==> config.mk <==
export PLATFORM = sky130hd
export DESIGN_NAME = snitch_icache_refill_arbiter
export DESIGN_NICKNAME = d
export VERILOG_FILES = /design/src/rtl/snitch_icache_refill_arbiter.sv
export SDC_FILE = /design/constraint.sdc
export NUM_CORES = 1
export LEC_CHECK = 0
export CAP_MARGIN = 20
export CORE_AREA = 8 8 176 178
export DETAILED_ROUTE_END_ITERATION = 10
export DIE_AREA = 0 0 184 186
export HOLD_SLACK_MARGIN = 0.1
export SLEW_MARGIN = 20
export SYNTH_ARGS = -nofsm -noshare
export SYNTH_HDL_FRONTEND = slang
export SYNTH_SLANG_ARGS = --single-unit
==> constraint.sdc <==
create_clock -name clk_i -period 10.7 [get_ports clk_i]
set_input_delay 2.14 -clock clk_i [delete_from_list [all_inputs] [get_ports clk_i]]
set_output_delay 2.14 -clock clk_i [all_outputs]
set_load 0.05 [all_outputs]
==> src/rtl/snitch_icache_refill_arbiter.sv <==
// snitch_icache_refill_arbiter
//   Arbitrates refill requests from NR_PORTS L0 caches onto one shared L1
//   refill port and routes responses back to the requester by id.
//   Demand fetches beat prefetches. Round-robin order applies within each class.
//   A grant that stalls on out_req_ready_i stays locked until its handshake.
// Ports
//   clk_i, rst_ni           clock, synchronous active-low reset
//   in_req_*                per-port request (addr, id = {port, is_prefetch}, valid/ready)
//   out_req_*               arbitrated request towards L1
//   out_rsp_*               shared response from L1
//   in_rsp_*                response broadcast to ports, per-port valid/ready
//   err_unknown_id_o        sticky flag: response to a bad port index or to an idle port
module snitch_icache_refill_arbiter #(
  parameter int unsigned NR_PORTS        = 4,
  parameter int unsigned FETCH_AW        = 32,
  parameter int unsigned LINE_WIDTH      = 128,
  parameter int unsigned MAX_OUTSTANDING = 2,
  localparam int unsigned ID_W           = $clog2(NR_PORTS) + 1
) (
  input  logic                               clk_i,
  input  logic                               rst_ni,
  input  logic [NR_PORTS-1:0][FETCH_AW-1:0]  in_req_addr_i,
  input  logic [NR_PORTS-1:0][ID_W-1:0]      in_req_id_i,
  input  logic [NR_PORTS-1:0]                in_req_valid_i,
  output logic [NR_PORTS-1:0]                in_req_ready_o,
  output logic [FETCH_AW-1:0]                out_req_addr_o,
  output logic [ID_W-1:0]                    out_req_id_o,
  output logic                               out_req_valid_o,
  input  logic                               out_req_ready_i,
  input  logic [LINE_WIDTH-1:0]              out_rsp_data_i,
  input  logic                               out_rsp_error_i,
  input  logic [ID_W-1:0]                    out_rsp_id_i,
  input  logic                               out_rsp_valid_i,
  output logic                               out_rsp_ready_o,
  output logic [LINE_WIDTH-1:0]              in_rsp_data_o,
  output logic                               in_rsp_error_o,
  output logic [ID_W-1:0]                    in_rsp_id_o,
  output logic [NR_PORTS-1:0]                in_rsp_valid_o,
  input  logic [NR_PORTS-1:0]                in_rsp_ready_i,
  output logic                               err_unknown_id_o
);

  localparam int unsigned PW = $clog2(NR_PORTS);
  localparam int unsigned CW = $clog2(MAX_OUTSTANDING + 1);

  typedef enum logic {ST_FREE, ST_LOCKED} lock_state_t;

  lock_state_t                 state;
  logic [PW-1:0]               lock_idx;
  logic [PW-1:0]               rr_ptr;
  logic [NR_PORTS-1:0][CW-1:0] outstanding;

  logic [NR_PORTS-1:0] eligible;
  logic [PW-1:0]       cand;
  logic                dem_found, pf_found;
  logic [PW-1:0]       dem_idx, pf_idx;
  logic [PW-1:0]       grant;
  logic                grant_valid;
  logic                req_hs;

  logic [PW-1:0]       rsp_idx;
  logic                idx_ok;
  logic                rsp_hs;
  logic                rsp_to_idle;
  logic [NR_PORTS-1:0] inc, dec;

  // Eligibility depends only on registered counters, so responses never
  // reach the request path combinationally.
  always_comb begin
    for (int unsigned p = 0; p < NR_PORTS; p++) begin
      eligible[p] = in_req_valid_i[p] && (outstanding[p] < CW'(MAX_OUTSTANDING));
    end
  end

  // Two parallel round-robin searches starting at rr_ptr, one per class.
  always_comb begin
    dem_found = 1'b0;
    pf_found  = 1'b0;
    dem_idx   = '0;
    pf_idx    = '0;
    cand      = '0;
    for (int unsigned i = 0; i < NR_PORTS; i++) begin
      cand = PW'((32'(rr_ptr) + i) % NR_PORTS);
      if (eligible[cand] && !in_req_id_i[cand][0] && !dem_found) begin
        dem_found = 1'b1;
        dem_idx   = cand;
      end
      if (eligible[cand] && in_req_id_i[cand][0] && !pf_found) begin
        pf_found = 1'b1;
        pf_idx   = cand;
      end
    end
  end

  always_comb begin
    grant       = '0;
    grant_valid = 1'b0;
    if (state == ST_LOCKED) begin
      grant       = lock_idx;
      grant_valid = in_req_valid_i[lock_idx];
    end else if (dem_found) begin
      grant       = dem_idx;
      grant_valid = 1'b1;
    end else if (pf_found) begin
      grant       = pf_idx;
      grant_valid = 1'b1;
    end
  end

  always_comb begin
    in_req_ready_o = '0;
    if (grant_valid) in_req_ready_o[grant] = out_req_ready_i;
  end

  assign out_req_valid_o = grant_valid;
  assign out_req_addr_o  = in_req_addr_i[grant];
  assign out_req_id_o    = in_req_id_i[grant];
  assign req_hs          = grant_valid && out_req_ready_i;

  // Response routing; an index beyond NR_PORTS is accepted and dropped.
  assign rsp_idx = out_rsp_id_i[ID_W-1:1];
  assign idx_ok  = 32'(rsp_idx) < NR_PORTS;

  always_comb begin
    in_rsp_valid_o  = '0;
    out_rsp_ready_o = 1'b1;
    rsp_to_idle     = 1'b0;
    if (idx_ok) begin
      in_rsp_valid_o[rsp_idx] = out_rsp_valid_i;
      out_rsp_ready_o         = in_rsp_ready_i[rsp_idx];
      rsp_to_idle             = (outstanding[rsp_idx] == '0);
    end
  end

  assign rsp_hs         = out_rsp_valid_i && out_rsp_ready_o;
  assign in_rsp_data_o  = out_rsp_data_i;
  assign in_rsp_error_o = out_rsp_error_i;
  assign in_rsp_id_o    = out_rsp_id_i;

  always_comb begin
    for (int unsigned p = 0; p < NR_PORTS; p++) begin
      inc[p] = req_hs && (grant == PW'(p));
      dec[p] = rsp_hs && idx_ok && (rsp_idx == PW'(p));
    end
  end

  always_ff @(posedge clk_i) begin
    if (!rst_ni) begin
      state            <= ST_FREE;
      lock_idx         <= '0;
      rr_ptr           <= '0;
      outstanding      <= '0;
      err_unknown_id_o <= 1'b0;
    end else begin
      case (state)
        ST_FREE: begin
          if (grant_valid && !out_req_ready_i) begin
            state    <= ST_LOCKED;
            lock_idx <= grant;
          end
        end
        ST_LOCKED: begin
          if (req_hs) state <= ST_FREE;
        end
        default: state <= ST_FREE;
      endcase

      if (req_hs) rr_ptr <= PW'((32'(grant) + 1) % NR_PORTS);

      for (int unsigned p = 0; p < NR_PORTS; p++) begin
        if (inc[p] && !dec[p]) begin
          outstanding[p] <= outstanding[p] + CW'(1);
        end else if (dec[p] && !inc[p] && (outstanding[p] != '0)) begin
          outstanding[p] <= outstanding[p] - CW'(1);
        end
      end

      if (rsp_hs && (!idx_ok || rsp_to_idle)) err_unknown_id_o <= 1'b1;
    end
  end

endmodule

==> reports/results.tsv <==
stage	metric	value	unit
yosys	ys_async_sr_fraction	0	%
hold_path	worstHoldStart	err_unknown_id_o	
floorplan	io_pins	462	
floorplan	initial_core_util	13.6	%
critical_path	cp.required	8.56	ns
critical_path	worstPathArrival	6.39	ns
route	wirelength	16.7	mm
clock_tree	cts_hold_buf	0	
cells_and_area	drive_gt1_share	16.9	%
cells_and_area	final_core_util	18.6	%
cells_and_area	final_cells	941	
route	first_pass_iters	4	
placed_design	post-place-ws	2.12	ns
route	ant_nets	0	
clock_tree	cts.sinks	14	
cells_and_area	finalInstanceArea	0.00525	mm²
yosys	synthesis.area	0.00385	mm²
critical_path	path_cells	clkdlybuf4s50_1, nor2b_1, mux4_2, nand2_1, a311o_1, a31oi_1, a22o_4, buf_4, nand2_1, a22oi_1, clkdlybuf4s50_1	
critical_path	cpMaxStageDelayCell	clkdlybuf4s50_1	
cells_and_area	area.growth.synth_to_final	36.6	%
global_routing	grt_antenna_before_repair	1	
yosys	ys_seq_area_share	7.28	%
yosys	synth_area_leaders	buf_4 (27%), a22oi_2 (9.4%), nand2_1 (8.6%), a21oi_2 (8.0%), dfxtp_1 (7.3%)	
cells_and_area	nets	845	
floorplan	design.core.area	0.0282	mm²
yosys	yosysMostFrequentCell	buf_4	
yosys	synthDistinctLibCells	57	
yosys	yosysWarnings	0	
clock_tree	cts_htree_levels	1	
yosys	synth_top_area_share	26.7	%
timing	drv_slew	0	
timing	fin_skew	0.00738	ns
clock_tree	cts_max_path_buffers	2	
critical_path	cpPeakStageDelay	0.88	ns
clock_tree	cts_tree	built	
yosys	synth-edff-count	0	
clock_tree	post_cts_buffers	0	
yosys	ys_top_cells_by_count	buf_4 (137), nand2_1 (88), a21oi_1 (45)	
yosys	ys_ff_latch	14	
timing	setup-tns-final	0	ns
hold_path	hp-class	reg2reg	
timing	setup_viol	0	
critical_path	critPathCaptureType	output pin	
flow_run	maxCapViolCount	0	
placed_design	dpl.hpwl	13.4	mm
route	vias	3776	
floorplan	die_w	184	µm
timing	slew_headroom	37.8	%
timing	rsz0062_at_grt	no	
clock_tree	numCtsBuffers	3	
floorplan	die_area	0.0342	mm²
timing	hold_viol_final	0	
placed_design	io_buffers	201	
global_routing	track_usage	8.85	%
yosys	syn_nets	799	
global_routing	grt_max_degree	73	
yosys	syn_avg_cell_area	7.53	µm²
global_routing	grt_overflow	0	
timing	fmax	117	MHz
yosys	ys.flop_type	dfxtp_1	
floorplan	die_h	186	µm
pwr	peakVddDrop	0.000233	V
critical_path	start_kind	input pin	
pwr	p_per_area	388	mW/mm²
critical_path	r2r-start	rr_ptr[0]	
placed_design	place.gp.congestion	0.861	
global_routing	grt_pass1_vias	3929	
floorplan	num_rows	62	
pwr	power.leakage	1.82	nW
timing	fin_crit	8.53	ns
timing	fin_crit_sh	79.7	%
timing	setup_ws	2.17	ns
clock_tree	cts.clk_slew.worst_paths	0.05	ns
yosys	yosys.area.top_type	buf_4	
timing	worstMarginPinSlew	0.932	ns
clock_tree	root_buffer	clkbuf_16	
route	detail_route.iter0.violations	245	
clock_tree	clk_latency	0.24	ns
run_status	status	completed	
critical_path	crit_type	in2out	
route	drcViolationCount	0	
route	viasPerCell	4.01	
placed_design	dpl_cell_area	0.00516	mm²
placed_design	place_inst	936	
global_routing	grt_pass1_wl	23.6	mm
critical_path	startpoint	in_req_valid_i[2]	
critical_path	path_max_fanout	46	
yosys	synth_cells	511	
route	wl_per_cell	17.8	µm
clock_tree	cts.repair.resized	0	
registers in the layout (all words and copies together), names as in the netlist, named ones only:
signal	cells
lock_idx	2
err_unknown_id_o	1
outstanding	8
rr_ptr	2
power by group:
part	total, mW	switching [mW]	internal, mW
logic	1.87	1.24	0.632
clock network	0.0767	0.0202	0.0565
registers	0.0928	0.0284	0.0644
total	2.04	1.29	0.753
cells by family (layout without fill, tap and decap cells):
logic type	after synthesis	in the layout	synth area share, %
buf+inv	167	212	32.1
compound gates	159	159	34.0
simple gates	151	151	18.6
mux	16	16	6.67
flops	14	14	7.28
fa+ha+maj	4	4	1.30
other cells	0	1	0
cell type report:
cell class,count,area (µm²)
fill,3205,23000
multi-input combinational,330,2340
timing repair buffer,203,2030
tap,384,480
sequential,14,280
clock buffer,4,88.8
inverter,5,33.8
antenna,1,2.50
critical path: cells and delay by family:
family,cells,cell delay [ns]
simple gates,3,0.59
mux,1,0.36
compound gates,4,1.36
buf+inv,3,1.88
layout by cell type, fill, tap and decap left out, types with 2 or more instances in the layout:
cell type / synthesis / layout
nand3_1: 5 / 5
clkdlybuf4s50_1: 0 / 201
and3_1: 10 / 10
mux2i_1: 2 / 2
inv_1: 2 / 2
o21ai_0: 8 / 8
nor3b_1: 2 / 2
o21ai_1: 2 / 2
a21boi_0: 3 / 3
a21oi_2: 35 / 35
or4bb_1: 2 / 2
a32oi_1: 2 / 2
ha_1: 4 / 4
and2_1: 8 / 8
nor2b_1: 10 / 10
a31oi_1: 4 / 4
mux2_2: 7 / 7
a21oi_1: 45 / 45
dfxtp_1: 14 / 14
nor2_1: 10 / 10
nand4_1: 2 / 2
nor3_1: 3 / 3
nand2_1: 88 / 88
o211a_1: 4 / 4
a22oi_2: 29 / 29
a22oi_1: 6 / 6
nand2b_1: 7 / 7
mux4_2: 6 / 6
a211oi_1: 2 / 2
clkbuf_16: 0 / 3
a211o_1: 5 / 5
buf_4: 137 / 2
through the flow:
step,hold WS [ns],power (mW)
final,0.518,2.04
after global routing,0.584,2.16
after CTS,0.522,2.07
after detailed placement,0.496,1.98
after global placement,0.493,1.98
after floorplan,0.488,1.60
routing by layer:
layer	GRT usage [%]	up-vias	share of wire (%)
met5	0	-	0
met4	4.87	0	5.6
met3	3.44	90	10
met2	13.4	195	44
met1	10.6	1731	40
li1	-	1760	-
path summary, 6_finish.rpt:
kind,to,slack (ns),cells past startpoint
worst max-delay path,out_req_addr_o[0],2.17,11
worst min-delay path,err_unknown_id_o,0.52,2
worst max register to register,outstanding[5],6.52,11
worst min register to register,err_unknown_id_o,0.52,2
No activity file was read; power rests on OpenSTA's default activity.
